File: src/rtl/px_freq_counter.sv
// Per-pixel ring-oscillator frequency counter: enables one oscillator, syncs it into clk and counts edges over a gate.
// Optional build macro PXCNT_AVG4_EN: four back-to-back gate windows, count reports their average.
module px_freq_counter #(
    parameter int unsigned N_PX    = 20,
    parameter int unsigned CNT_W   = 16,
    parameter int unsigned GATE_W  = 16,
    parameter int unsigned ARM_CYC = 4
) (
    input  logic              clk,
    input  logic              rst,
    input  logic [N_PX-1:0]   clk_px,
    input  logic [4:0]        px_addr,
    input  logic [GATE_W-1:0] gate_len,
    input  logic              start,
    input  logic              ack,
    output logic [N_PX-1:0]   osc_en,
    output logic [CNT_W-1:0]  count,
    output logic              busy,
    output logic              drdy,
    output logic              ovf,
    output logic              err
);
    localparam int unsigned ADDR_W = 5;
    localparam int unsigned ARM_W  = (ARM_CYC > 1) ? $clog2(ARM_CYC) : 1;
`ifdef PXCNT_AVG4_EN
    localparam int unsigned ACC_W  = CNT_W + 2;
`endif

    typedef enum logic [1:0] {S_IDLE, S_ARM, S_GATE, S_DONE} state_t;

    state_t              state, state_nx;
    logic                req_q, req_nx;
    logic                bad_q, bad_nx;
    logic [ADDR_W-1:0]   addr_q, addr_nx;
    logic [GATE_W-1:0]   gate_q, gate_nx;
    logic [ARM_W-1:0]    arm_cnt, arm_nx;
    logic [GATE_W-1:0]   gate_cnt, gcnt_nx;
    logic [CNT_W-1:0]    win_cnt, win_nx;
    logic [N_PX-1:0]     osc_en_nx;
    logic                busy_nx, drdy_nx, ovf_nx, err_nx;
    logic                px_sel, sync1, sync2, hist, pulse;
    logic                addr_bad, arm_done, gate_last, gate_end, win_sat;
    logic [CNT_W-1:0]    win_inc;
`ifdef PXCNT_AVG4_EN
    logic [1:0]          win_idx, widx_nx;
    logic [ACC_W-1:0]    acc, acc_nx, acc_sum;
    logic [CNT_W-1:0]    cnt_q, cnt_nx;
`endif

    // Oscillator mux; an out-of-range latched address selects nothing
    always_comb begin
        px_sel = 1'b0;
        for (int i = 0; i < N_PX; i++) begin
            if (addr_q == ADDR_W'(i)) px_sel = clk_px[i];
        end
    end

    always_ff @(posedge clk or negedge rst) begin
        if (!rst) begin
            sync1 <= 1'b0;
            sync2 <= 1'b0;
            hist  <= 1'b0;
        end else begin
            sync1 <= px_sel;
            sync2 <= sync1;
            hist  <= sync2;
        end
    end

    assign pulse     = sync2 & ~hist;
    assign addr_bad  = 32'(px_addr) >= N_PX;
    assign arm_done  = arm_cnt == ARM_W'(ARM_CYC - 1);
    assign gate_last = gate_cnt == (gate_q - GATE_W'(1));
    assign win_sat   = pulse && (win_cnt == '1);
    assign win_inc   = (pulse && !win_sat) ? win_cnt + CNT_W'(1) : win_cnt;

`ifdef PXCNT_AVG4_EN
    assign acc_sum  = acc + ACC_W'(win_inc);
    assign gate_end = gate_last && (win_idx == 2'd3);
    assign count    = cnt_q;
`else
    assign gate_end = gate_last;
    assign count    = win_cnt;
`endif

    always_ff @(posedge clk or negedge rst) begin
        if (!rst) state <= S_IDLE;
        else      state <= state_nx;
    end

    // A start is captured one edge before the FSM acts on it
    always_comb begin
        state_nx = state;
        case (state)
            S_IDLE, S_DONE: if (req_q) state_nx = bad_q ? S_DONE : S_ARM;
            S_ARM:          if (arm_done) state_nx = (gate_q == '0) ? S_DONE : S_GATE;
            S_GATE:         if (gate_end) state_nx = S_DONE;
            default:        state_nx = S_IDLE;
        endcase
    end

    always_comb begin
        req_nx    = req_q;
        bad_nx    = bad_q;
        addr_nx   = addr_q;
        gate_nx   = gate_q;
        arm_nx    = arm_cnt;
        gcnt_nx   = gate_cnt;
        win_nx    = win_cnt;
        osc_en_nx = osc_en;
        busy_nx   = busy;
        drdy_nx   = drdy;
        ovf_nx    = ovf;
        err_nx    = err;
`ifdef PXCNT_AVG4_EN
        widx_nx   = win_idx;
        acc_nx    = acc;
        cnt_nx    = cnt_q;
`endif
        case (state)
            S_IDLE, S_DONE: begin
                if (req_q) begin
                    req_nx = 1'b0;
                    if (bad_q) begin
                        err_nx  = 1'b1;
                        drdy_nx = 1'b1;
                    end else begin
                        busy_nx   = 1'b1;
                        osc_en_nx = N_PX'(1) << addr_q;
                        arm_nx    = '0;
                    end
                end else if (start) begin
                    req_nx  = 1'b1;
                    bad_nx  = addr_bad;
                    addr_nx = px_addr;
                    gate_nx = gate_len;
                    win_nx  = '0;
                    drdy_nx = 1'b0;
                    ovf_nx  = 1'b0;
                    err_nx  = 1'b0;
`ifdef PXCNT_AVG4_EN
                    widx_nx = '0;
                    acc_nx  = '0;
                    cnt_nx  = '0;
`endif
                end else if (ack) begin
                    drdy_nx = 1'b0;
                end
            end
            S_ARM: begin
                arm_nx = arm_cnt + ARM_W'(1);
                if (arm_done) begin
                    gcnt_nx = '0;
                    if (gate_q == '0) begin
                        busy_nx   = 1'b0;
                        osc_en_nx = '0;
                        drdy_nx   = 1'b1;
                    end
                end
            end
            S_GATE: begin
                gcnt_nx = gate_cnt + GATE_W'(1);
                win_nx  = win_inc;
                if (win_sat) ovf_nx = 1'b1;
`ifdef PXCNT_AVG4_EN
                // Fold each finished window into the accumulator
                if (gate_last) begin
                    gcnt_nx = '0;
                    win_nx  = '0;
                    acc_nx  = acc_sum;
                    widx_nx = win_idx + 2'd1;
                    if (gate_end) begin
                        cnt_nx = CNT_W'(acc_sum >> 2);
                        if (acc_sum > ACC_W'({CNT_W{1'b1}})) ovf_nx = 1'b1;
                    end
                end
`endif
                if (gate_end) begin
                    busy_nx   = 1'b0;
                    osc_en_nx = '0;
                    drdy_nx   = 1'b1;
                end
            end
            default: ;
        endcase
    end

    always_ff @(posedge clk or negedge rst) begin
        if (!rst) begin
            req_q    <= 1'b0;
            bad_q    <= 1'b0;
            addr_q   <= '0;
            gate_q   <= '0;
            arm_cnt  <= '0;
            gate_cnt <= '0;
            win_cnt  <= '0;
            osc_en   <= '0;
            busy     <= 1'b0;
            drdy     <= 1'b0;
            ovf      <= 1'b0;
            err      <= 1'b0;
`ifdef PXCNT_AVG4_EN
            win_idx  <= '0;
            acc      <= '0;
            cnt_q    <= '0;
`endif
        end else begin
            req_q    <= req_nx;
            bad_q    <= bad_nx;
            addr_q   <= addr_nx;
            gate_q   <= gate_nx;
            arm_cnt  <= arm_nx;
            gate_cnt <= gcnt_nx;
            win_cnt  <= win_nx;
            osc_en   <= osc_en_nx;
            busy     <= busy_nx;
            drdy     <= drdy_nx;
            ovf      <= ovf_nx;
            err      <= err_nx;
`ifdef PXCNT_AVG4_EN
            win_idx  <= widx_nx;
            acc      <= acc_nx;
            cnt_q    <= cnt_nx;
`endif
        end
    end
endmodule

File: config.mk
export PLATFORM = sky130hd
export DESIGN_NAME = px_freq_counter
export DESIGN_NICKNAME = d
export VERILOG_FILES = /design/src/rtl/px_freq_counter.sv
export SDC_FILE = /design/constraint.sdc
export NUM_CORES = 1
export LEC_CHECK = 0
export ABC_AREA = 1
export BUFFER_PORTS_ARGS = -buffer_cell sky130_fd_sc_hd__buf_4
export CORE_AREA = 10 10 107 109
export CTS_CLUSTER_DIAMETER = 50
export DETAILED_ROUTE_END_ITERATION = 6
export DIE_AREA = 0 0 117 119
export HOLD_SLACK_MARGIN = 0.1
export PLACE_DENSITY_LB_ADDON = 0.15
export SYNTH_ARGS = -nofsm -noshare
export SYNTH_HDL_FRONTEND = slang
export SYNTH_SLANG_ARGS = --single-unit
File: constraint.sdc
create_clock -name clk -period 5.2 [get_ports clk]
set_input_delay 0.26 -clock clk [delete_from_list [all_inputs] [get_ports clk]]
set_output_delay 0.26 -clock clk [all_outputs]
set_load 0.005 [all_outputs]
; After elaboration in Yosys (flattened, before gate mapping)
; Index checks and enable logic that the tools add are counted.
[op_classes]
n_addsub = 4
order_cmp = 1
eq_ne = 37
shift = 1
n_mux = 62
bitwise_logic = 3
n_reduce_logical = 20
[op_table]
columns = operator, count
row1 = $mux W20, 5
row2 = $mux W16, 4
row3 = $pmux W16 S2, 2
row4 = $pmux W20 S3, 1
row5 = $eq A5 B4 Y1 const B, 8
row6 = $mux W1, 39
row7 = $add A16 B1 Y16 const B, 2
row8 = $eq A5 B3 Y1 const B, 4
row9 = $eq A5 B5 Y1 const B, 4
row10 = $shl A1 B5 Y20 const A, 1
row11 = $ne A2 B2 Y1 const B, 9
row12 = $eq A16 B16 Y1, 1
row13 = $eq A16 B16 Y1 const B, 1
row14 = $logic_not A16 Y1, 1
row15 = $sub A16 B1 Y16 const B, 1
row16 = $mux W2, 6
row17 = $reduce_and A3 Y1, 4
row18 = $eq A5 B2 Y1 const B, 2
row19 = $reduce_and A5 Y1, 2
row20 = $reduce_and A4 Y1, 2
row21 = $reduce_bool A2 Y1, 4
row22 = $eq A2 B2 Y1 const B, 3
row23 = $pmux W1 S3, 2
row24 = $pmux W2 S3, 1
row25 = 17 further kinds, 19
[totals]
regBits = 86
in_bits = 45
wordCells = 144

; Depth between registers and ports, before layout
; Gate-level depths: netlist of run 1.
[logic_depth]
word_depth = 21
depth_mapped = 18
ltp_nobuf = 18

; Worst setup path after synthesis of run 1
; Ideal clock, no wire load.
[synth_timing]
kind = register to register
start = register state[0]
end = register gate_cnt[15]
setup_ps = 119
arrival_ps = 1926
t_required_ps = 5081
setup_slack_ps = 3155
stages_incl_launch_ff = 17
n_path_buf = 0
synth_period_minus_slack_ps = 2045
path_cell_list = dfrtp_1 > ha_1 > inv_1 > nor2_1 > inv_2 > o21ai_2 > nor2_2 > nand3_1 > inv_2 > nand2_2 > nor2_4 > nand3_2 > nor2_4 > nand2_1 > nor2_1 > a21oi_1 > o21a_1
[synth_between]
elab_chain_cells = 3
word_cells_on_any_way = 6
classes_between = eq/ne (3) / mux (1) / reduce/logical (2)
[synth_rtl]
columns = item, line_no
row1 = from (decl), 31  ; state_t state, state_nx;
row2 = from (signal assigned), 88  ; else state <= state_nx;
row3 = $eq A2 B1 Y1 / $eq A2 B2 Y1 (equally long branches), 120  ; case (state)
row4 = $ne A2 B2 Y1 (no source line) / $reduce_bool A2 Y1 (equally long branches), n/a
row5 = $reduce_and A2 Y1 (no source line), n/a
row6 = to (signal assigned), 213  ; gate_cnt <= gcnt_nx;
row7 = to (decl), 37  ; logic [GATE_W-1:0] gate_cnt, gcnt_nx;
; Parallel ways exist; a longest one is shown, timed or not.
; A chain may end at the register's enable or synchronous reset.

; Worst setup path after layout of run 1
[layout_timing]
start = register state[0]
end = register err
[layout_between]
elab_chain_cells = 3
word_cells_on_any_way = 4
classes_between = eq/ne (1) / reduce/logical (3)
[layout_rtl]
columns = item, line_no
row1 = $eq A2 B2 Y1 / $logic_not A2 Y1 (equally long branches), 120
row2 = $reduce_or A2 Y1 *, 120
row3 = $reduce_and A3 Y1 (no source line) *, n/a
row4 = to (signal assigned), 219  ; err <= err_nx;
row5 = to (decl), 21  ; output logic err
; Mark *: on every way between the ends. The rest lies on a longest branch, timed or not.

==> flow_summary.yaml, run 1 <==
floorplanning:
  dieArea_um2: 13900
  rows: 36
  die_w_um: 117
  die_h_um: 119
  ios: 85
  start_util_pct: 51.8
  fp.coreArea_um2: 9460
worst_hold_path:
  hold_class: "in -> reg"
  hp-start: "gate_len[4]"
timing:
  period_share_pct: 67.2
  setup_viol: 0
  fmax_mhz: 286
  hold-worst-slack_ns: 0.109
  final.setup.tns_ns: 0
  hold_violations: 0
  slew_violations: 0
  slew-limit-headroom_pct: 28.3
  rsz0062_at_grt: "false"
  min_period_ns: 3.49
  skew_ns: 0.00584
  worst_slew_pin_slew_ns: 1.07
worst_setup_path:
  crit_top_cell: "inv_1"
  cp_max_fo: 33
  crit_required_ns: 5.45
  critical_path_class: "reg -> reg"
  critical_path_buf_inv_count: 4
  crit_path_start: "state[0]"
  reg2reg_from: "state[0]"
  cp_cell_sequence: "inv_1 -> ha_1 -> inv_1 -> nor2_1 -> inv_1 -> nor2_2 -> inv_1 -> a32o_1"
  worstSetupStartpointType: "flip-flop"
  cp_slowest_stage_delay_ns: 0.83
  cp_slowest_cell: "ha_1"
  cp_top_family: "simple AND/OR/NAND/NOR gates"
  end_kind: "flip-flop"
  cp.arrival_ns: 3.74
detailed_routing:
  wl_met2_mm: 5.45
  vias: 4181
  wl_met1_mm: 5.21
  drtPass1Iterations: 5
  drt-wirelength-per-cell_um: 14.2
  drc: 0
  drt-initial-drc-count: 227
  viasPerCell: 5.16
  routed.top_layer: "met4"
  totalWireLength_mm: 11.5
  ant_nets: 0
  wl_met3_um: 687
power_and_ir_drop:
  power.total_mw: 2.94
  p_seq_share_pct: 35.4
  power_frac_comb_pct: 49.9
  p_leak_nw: 2.70
  p_switching_mw: 1.37
  powerDensity_nw_per_um2: 505
  pwr-share-clk_pct: 14.7
  irDropWorstVdd_uv: 234
  swShare_pct: 46.6
  internal_power_mw: 1.57
global_routing:
  grt_pass1_wl_mm: 19.2
  track_usage_pct: 16.9
  globalRoute.totalOverflow: 0
  grt_pass1_vias: 4163
  grt_max_degree: 46
  grt_antenna_before_repair: 0
cells_and_area:
  multi_input_area_um2: 2400
  fillers: 879
  layout.cells.non_filler: 811
  layout.nets: 745
  areaGrowthSynthToFinish_pct: 18.8
  register_area_um2: 2150
  final_core_util_pct: 61.6
  diodes: 0
  drive_gt1_share_pct: 24.7
yosys:
  avgSynthCellArea_um2: 8.05
  async_flop_share_pct: 100
  synthCells: 609
  synth_ff_type: "dfrtp_1"
  synth_edf_count: 0
  yosys_warnings: 0
  synthesis.area_um2: 4900
  synth-seq-area-share_pct: 43.9
  synth_nets: 660
  ys_ff_latch: 86
  ys_types: 41
clocking:
  cts_tree: "built"
  clk_latency_ns: 0.36
  root_buffer: "clkbuf_8"
  cts_sinks: 86
  cts-buffers-inserted: 9
  path_clk_slew_ns: 0.08
  clockBufferDepth: 2
  htree_levels: 3
place:
  place_congestion: 0.825
  portBuffers: 84
  dp_cells: 791
  dp_hpwl_mm: 8.82
outcome:
  status: "complete, no violations"
flow_run:
  drv_cap: 0
==> worst paths after layout <==
check,cells after the start,to,slack [ns]
min,3,gate_q[4],0.11
max in group asynchronous,3,osc_en[9],3.81
max reg2reg,8,err,1.71
min reg2reg,0,sync2,0.37
min in group asynchronous,2,gate_cnt[5],0.42
max,8,err,1.71
==> power groups by stage <==
stage                     registers (mW)  clock network, mW  logic (mW)
final                               1.04              0.432        1.47
after floorplan                     1.01                  0        1.17
after global routing                1.07              0.469        1.67
after CTS                           1.04              0.447        1.48
after detailed placement            1.05                  0        1.47
after global placement              1.04                  0        1.43
==> per-layer routing <==
metal	vias to the layer above	global-route usage (%)
met1	1951	22.3
li1	2135	-
met5	-	0
met4	0	4.95
met2	83	26.1
met3	12	4.92
==> sequential cells by signal, summed over array words and instances (netlist names) <==
signal / cells
req_q: 1
bad_q: 1
ovf: 1
osc_en: 20
arm_cnt: 2
hist: 1
err: 1
count: 16
gate_cnt: 16
state: 2
sync2: 1
addr_q: 5
drdy: 1
gate_q: 16
sync1: 1
busy: 1
==> placed cells by master, fill, tap and decap left out, types with 2 or more instances in the layout <==
cell type / n
nand2_1: 140
dfrtp_1: 86
buf_4: 85
inv_1: 62
nor2_1: 59
o21ai_0: 25
xor2_1: 25
nand3_1: 24
nand2_2: 24
o21ai_2: 23
nor3_1: 17
nand4_1: 16
a21oi_1: 14
clkbuf_8: 12
nor2_2: 9
xnor2_1: 9
o31ai_1: 8
inv_2: 6
ha_1: 6
dlygate4sd3_1: 6
nor4_1: 4
o21ai_1: 4
nor3b_1: 4
or2_2: 3
a211oi_1: 3
nor2_4: 3
and3_1: 2
nand3_2: 2
o21a_1: 2
==> synth_stat cells, types with 4 or more instances <==
| cell type | number | area [µm²] |
|---|---|---|
| buf_6 | 4 | 45.0 |
| nand4_1 | 16 | 100 |
| nand2_1 | 140 | 526 |
| o21ai_2 | 23 | 201 |
| nor2_1 | 60 | 225 |
| nor4_1 | 4 | 25.0 |
| ha_1 | 6 | 75.1 |
| nand3_1 | 24 | 120 |
| clkbuf_1 | 11 | 41.3 |
| xnor2_1 | 9 | 78.8 |
| nand2_2 | 24 | 150 |
| inv_1 | 62 | 233 |
| xor2_1 | 25 | 219 |
| nor3_1 | 17 | 85.1 |
| nor3b_1 | 4 | 30.0 |
| dfrtp_1 | 86 | 2150 |
| o21ai_1 | 4 | 20.0 |
| nor2_2 | 8 | 50.1 |
| o21ai_0 | 25 | 125 |
| o31ai_1 | 8 | 60.1 |
| inv_2 | 6 | 22.5 |
| a21oi_1 | 14 | 70.1 |
==> kinds of logic (layout without fill, tap and decap cells) <==
| group | Yosys count | after routing | share of synthesized area (%) |
|---|---|---|---|
| AO/OA/AOI/OAI | 85 | 85 | 11.5 |
| flip-flops | 86 | 86 | 43.9 |
| AND/OR/NAND/NOR | 312 | 312 | 29.8 |
| XOR/XNOR | 34 | 34 | 6.07 |
| buffers and inverters | 86 | 174 | 7.25 |
| adder cells (fa/ha/maj) | 6 | 6 | 1.53 |
==> stage by stage <==
stage | setup WS, ns | area (µm²)
final | 1.71 | 5820
after global routing | 1.21 | 5820
after CTS | 1.70 | 5820
after detailed placement | 1.71 | 5590
after global placement | 1.84 | 5590
after floorplan | 3.16 | 4900
==> tightest hold or removal path, cell delays in order <==
cell	delay [ns]
buf_4	0.08
nand2_1	0.04
nand2_1	0.05
==> layout make-up <==
class	count	share of cell area (%)
Clock buffer	13	2.90
Inverter	69	4.45
Multi-Input combinational cell	437	41.2
Timing Repair Buffer	91	12.0
Sequential cell	86	37.0
Clock inverter	1	0.0859
Tap cell	114	2.45
==> timing repair <==
| item | 4_1_cts | 5_1_grt |
|---|---|---|
| resized for setup | 0 | 0 |
| setup endpoints to repair | 0 | 0 |
| buffers inserted | 0 | 0 |
| hold buffers | 6 | 0 |
| hold endpoints to repair | 46 | 0 |
Power figures use the tool's default switching activity.
==> run 2, diff against run 1 <==
--- a/config.mk
+++ b/config.mk
@@ -7,10 +7,10 @@
 export LEC_CHECK = 0
 export ABC_AREA = 1
 export BUFFER_PORTS_ARGS = -buffer_cell sky130_fd_sc_hd__buf_4
-export CORE_AREA = 10 10 107 109
+export CORE_AREA = 10 10 110 112
 export CTS_CLUSTER_DIAMETER = 50
 export DETAILED_ROUTE_END_ITERATION = 6
-export DIE_AREA = 0 0 117 119
+export DIE_AREA = 0 0 120 122
 export HOLD_SLACK_MARGIN = 0.1
 export PLACE_DENSITY_LB_ADDON = 0.15
 export SYNTH_ARGS = -nofsm -noshare
==> constraint.sdc (replaced) <==
create_clock -name clk -period 3.1 [get_ports clk]
set_input_delay 0.155 -clock clk [delete_from_list [all_inputs] [get_ports clk]]
set_output_delay 0.155 -clock clk [all_outputs]
set_load 0.005 [all_outputs]
==> flow_summary.yaml, run 2 (synthesis results as in run 1) <==
outcome:
  status: "complete, no violations"
timing:
  min_period_ns: 2.58
  setup_ws_ns: 0.517
  final.setup.tns_ns: 0
  rsz0062_at_grt: "false"
  setup_viol: 0
  period_share_pct: 83.3
  slew-limit-headroom_pct: 43.2
  hold-worst-slack_ns: 0.266
  fmax_mhz: 387
  hold_violations: 0
  skew_ns: 0.0111
  slew_violations: 0
  worst_slew_pin_slew_ns: 0.852
place:
  place_worst_setup_slack_ns: 0.645
  place_congestion: 0.929
  dp_cells: 820
  portBuffers: 84
  dp_hpwl_mm: 9.12
clocking:
  clockBufferDepth: 2
  htree_levels: 3
  cts_sinks: 86
  path_clk_slew_ns: 0.10
  clk_latency_ns: 0.37
  cts_tree: "built"
  root_buffer: "clkbuf_8"
  cts-buffers-inserted: 9
worst_setup_path:
  r2r.worst_path.cells: 14
  r2r_slack_ns: 0.52
  critical_path_class: "reg -> reg"
  worstSetupStartpointType: "flip-flop"
  cp_cell_sequence: "nor2_1 -> inv_1 -> nor2_1 -> nand2_1 -> nor2_1 -> o21bai_1 -> nand4_1 -> nand2_1 -> nand4_1 -> nand2_1 -> nand4_1 -> nand2_1 -> nand4_1 -> dlygate4sd3_1"
  cp_slowest_cell: "dlygate4sd3_1"
  rr_endpoint: "sync1"
  reg2reg_from: "addr_q[0]"
  crit_required_ns: 3.35
  cp_slowest_stage_delay_ns: 0.56
  cp.arrival_ns: 2.83
  end_kind: "flip-flop"
  cp_max_fo: 5
cells_and_area:
  final_cell_mix: "nand2_1 (140), buf_4 (91), dfrtp_1 (86)"
  diodes: 0
  mostFrequentLayoutCell: "nand2_1"
  largest_reg_flops: 20
  top_register: "osc_en"
  layout.nets: 770
  drive_gt1_share_pct: 25.1
  layout.cells.non_filler: 860
  areaGrowthSynthToFinish_pct: 24.7
global_routing:
  globalRoute.totalOverflow: 0
  grt_pass1_wl_mm: 20.6
  grt_pass1_vias: 4381
  track_usage_pct: 17.0
  grt_antenna_before_repair: 0
  grt_max_degree: 65
floorplanning:
  die_w_um: 120
  start_util_pct: 48.8
  ios: 85
  dieArea_um2: 14600
  die_h_um: 122
  rows: 37
  fp.coreArea_um2: 10000
worst_hold_path:
  holdPathEnd: "drdy"
  hp-start: "ack"
  hold_class: "in -> reg"
  min_path_cells: 6
power_and_ir_drop:
  irDropWorstVdd_uv: 431
  p_leak_nw: 2.82
  powerDensity_nw_per_um2: 847
detailed_routing:
  drt-initial-drc-count: 291
  vias: 4327
  drtPass1Iterations: 5
  ant_nets: 0
  totalWireLength_mm: 12.1
  drt-wirelength-per-cell_um: 14.0
  drc: 0
  viasPerCell: 5.03
flow_run:
  drv_cap: 0
run 2: how the worst max path moves through the flow:
stage                          from      endpoint  slack [ns]  depth (start not counted)
final                     addr_q[0]         sync1        0.52                         14
after global routing      addr_q[0]         sync1        0.27                         14
after CTS                 addr_q[0]         sync1        0.50                         14
after detailed placement  gate_q[0]    osc_en[19]        0.65                         14
after global placement    gate_q[0]          busy        0.68                         14
after floorplan            state[0]  gate_cnt[15]        1.06                         16
run 2: layer usage:
layer / vias up / part of all wire, % / global-route usage (%)
met3: 14 / 5.3 / 4.35
met2: 100 / 47 / 27.5
met1: 2020 / 47 / 21.8
li1: 2193 / - / -
met5: - / 0 / 0
met4: 0 / 1.1 / 5.51
run 2: final cells by class:
| cell class | count | area, µm² |
|---|---|---|
| clock buffers | 9 | 124 |
| repair buffers | 116 | 943 |
| clock inverters | 7 | 65.1 |
| well taps | 136 | 170 |
| flip-flops and latches | 86 | 2150 |
| fillers | 917 | 3940 |
| inverters | 69 | 259 |
| multi-input cells | 437 | 2400 |
run 2: power by group:
group          internal [mW]  switching (mW)  total [mW]
Combinational          0.974            1.68        2.65
Clock                  0.311           0.473       0.784
Sequential              1.44           0.300        1.74
Total                   2.73            2.45        5.18
run 2: timing repair:
action | in CTS | in global routing
hold buffers | 24 | 0
endpoints found under the setup margin | 0 | 0
setup buffers | 0 | 0
endpoints found under the hold margin | 85 | 0
resized for setup | 0 | 0
run 2: worst max-delay path, delay by kind of cell, from the launching register on:
family,cells,cell delay [ns]
DFF,1,0.43
AOI/OAI and AO/OA,1,0.12
and+or+nand+nor,11,1.20
buffers and inverters,2,0.73
run 2: per-stage QoR:
| step | total power [mW] | cell area, µm² | utilization, % |
|---|---|---|---|
| after floorplan | 3.66 | 4900 | - |
| after global placement | 4.32 | 5680 | 56.6 |
| after detailed placement | 4.39 | 5680 | 56.6 |
| after CTS | 5.23 | 6110 | 60.8 |
| after global routing | 5.65 | 6110 | 60.8 |
| final | 5.18 | 6110 | 60.8 |
==> run 3, diff against run 2 <==
--- a/config.mk
+++ b/config.mk
@@ -7,10 +7,10 @@
 export LEC_CHECK = 0
 export ABC_AREA = 1
 export BUFFER_PORTS_ARGS = -buffer_cell sky130_fd_sc_hd__buf_4
-export CORE_AREA = 10 10 110 112
+export CORE_AREA = 10 10 107 109
 export CTS_CLUSTER_DIAMETER = 50
 export DETAILED_ROUTE_END_ITERATION = 6
-export DIE_AREA = 0 0 120 122
+export DIE_AREA = 0 0 117 119
 export HOLD_SLACK_MARGIN = 0.1
 export PLACE_DENSITY_LB_ADDON = 0.15
 export SYNTH_ARGS = -nofsm -noshare
==> constraint.sdc (replaced) <==
create_clock -name clk -period 2.5 [get_ports clk]
set_input_delay 0.125 -clock clk [delete_from_list [all_inputs] [get_ports clk]]
set_output_delay 0.125 -clock clk [all_outputs]
set_load 0.005 [all_outputs]
==> flow_summary.yaml, run 3 (synthesis results as in run 1) <==
power_and_ir_drop:
  irDropWorstVdd_uv: 586
  p_leak_nw: 2.95
  powerDensity_nw_per_um2: 1160
outcome:
  status: "complete, no violations"
detailed_routing:
  drt-wirelength-per-cell_um: 15.3
  drc: 0
  drtPass1Iterations: 6
  ant_nets: 0
  totalWireLength_mm: 13.1
  drt-initial-drc-count: 253
  vias: 4544
  viasPerCell: 5.33
global_routing:
  grt_pass1_vias: 4517
  track_usage_pct: 17.9
  grt_max_degree: 46
  globalRoute.totalOverflow: 0
  grt_antenna_before_repair: 0
  grt_pass1_wl_mm: 20.6
clocking:
  cts_sinks: 86
  cts-buffers-inserted: 9
  cts_tree: "built"
  path_clk_slew_ns: 0.09
  clockBufferDepth: 2
  clk_latency_ns: 0.37
  htree_levels: 3
  root_buffer: "clkbuf_8"
worst_setup_path:
  worstSetupEndpoint: "osc_en[8]"
  cp_cell_sequence: "inv_2 -> ha_4 -> nand4_1 -> nor2_2 -> nand3b_1 -> xor2_1 -> nand2_1 -> nor2_1 -> nand2_1 -> o21ai_2 -> nand4_4 -> clkbuf_16 -> nand2_2 -> o21ai_2"
  rr_endpoint: "osc_en[8]"
  critical_path_class: "reg -> reg"
  crit_required_ns: 2.77
  cp.arrival_ns: 2.67
  end_kind: "flip-flop"
  r2r_slack_ns: 0.1
  cp_slowest_cell: "dfrtp_1"
  cp_slowest_stage_delay_ns: 0.40
  worstSetupStartpointType: "flip-flop"
  cp_max_fo: 10
  r2r.worst_path.cells: 14
  reg2reg_from: "gate_q[0]"
  crit_path_start: "gate_q[0]"
timing:
  final.setup.tns_ns: 0
  slew_violations: 0
  setup_viol: 0
  hold_violations: 0
  skew_ns: 0.0120
  min_period_ns: 2.40
  fmax_mhz: 416
  slew-limit-headroom_pct: 59.7
  period_share_pct: 96.1
  worst_slew_pin_slew_ns: 0.604
place:
  placed_area_um2: 5680
  dp_cells: 800
  place_congestion: 0.840
  portBuffers: 84
  dp_hpwl_mm: 8.97
cells_and_area:
  fin_area_um2: 6380
  areaGrowthSynthToFinish_pct: 30.1
  multi_input_area_um2: 2430
  final_cell_mix: "nand2_1 (139), buf_4 (99), dfrtp_1 (84)"
  mostFrequentLayoutCell: "nand2_1"
  largest_reg_flops: 20
  register_area_um2: 2150
  diodes: 0
  fillers: 766
  drive_gt1_share_pct: 28.0
  layout.cells.non_filler: 852
  top_register: "osc_en"
  layout.nets: 784
worst_hold_path:
  hold_class: "in -> async"
floorplanning:
  ios: 85
  rows: 36
  die_h_um: 119
  start_util_pct: 51.8
  die_w_um: 117
  fp.coreArea_um2: 9460
  dieArea_um2: 13900
flow_run:
  drv_cap: 0
run 3: layout make-up:
type,instances,area share (%)
Clock buffer,9,1.94
Clock inverter,7,2.28
Inverter,69,4.12
Multi-Input combinational cell,437,38.2
Sequential cell,86,33.8
Tap cell,114,2.24
Timing Repair Buffer,130,17.5
run 3: metrics by stage:
| step | util (%) | power (mW) | worst slack (ns) | hold WS [ns] |
|---|---|---|---|---|
| 3_5_place_dp | 60.1 | 5.48 | 0.136 | 0.177 |
| 2_1_floorplan | - | 4.54 | 0.455 | -0.171 |
| 5_1_grt | 67.4 | 7.92 | -0.0681 | 0.341 |
| 3_3_place_gp | 60.1 | 5.38 | 0.157 | 0.171 |
| 6_report | 67.4 | 7.38 | 0.0978 | 0.293 |
| 4_1_cts | 65.4 | 6.87 | 0.0574 | 0.254 |
run 3: repair_timing:
item | in CTS | in global routing
setup endpoints to repair | 0 | 7
hold endpoints to repair | 67 | 0
resized for setup | 0 | 13
hold buffers | 24 | 0
setup buffers | 0 | 8
run 3: worst min-delay path by stage:
stage	from	to	slack (ns)
floorplan	rst	addr_q[0]	-0.17
global placement	rst	gate_q[2]	0.17
detailed placement	rst	gate_q[1]	0.18
CTS	ack	drdy	0.25
global route	rst	gate_q[5]	0.34
finish	rst	gate_q[5]	0.29
run 3: critical path, delay by kind of cell (launching register included):
family                   cells  cell delay [ns]
buffers and inverters        2             0.36
XOR/XNOR                     1             0.16
adder cells (fa/ha/maj)      1             0.16
AND/OR/NAND/NOR              8             0.98
AO/OA/AOI/OAI                2             0.24
flip-flops                   1             0.40
run 3: where the power goes:
group | switching (mW) | internal [mW] | leakage, nW
combinational | 2.33 | 1.55 | 1.68
clock | 0.541 | 0.770 | 0.130
sequential | 0.393 | 1.79 | 1.14
run 3: per-layer routing:
layer | global-route usage, % | part of all wire, % | up-vias
met5 | 0 | 0 | -
met4 | 6.88 | 1.5 | 0
met3 | 3.66 | 6.1 | 20
met2 | 28.4 | 49 | 146
met1 | 23.5 | 44 | 2162
li1 | - | - | 2216
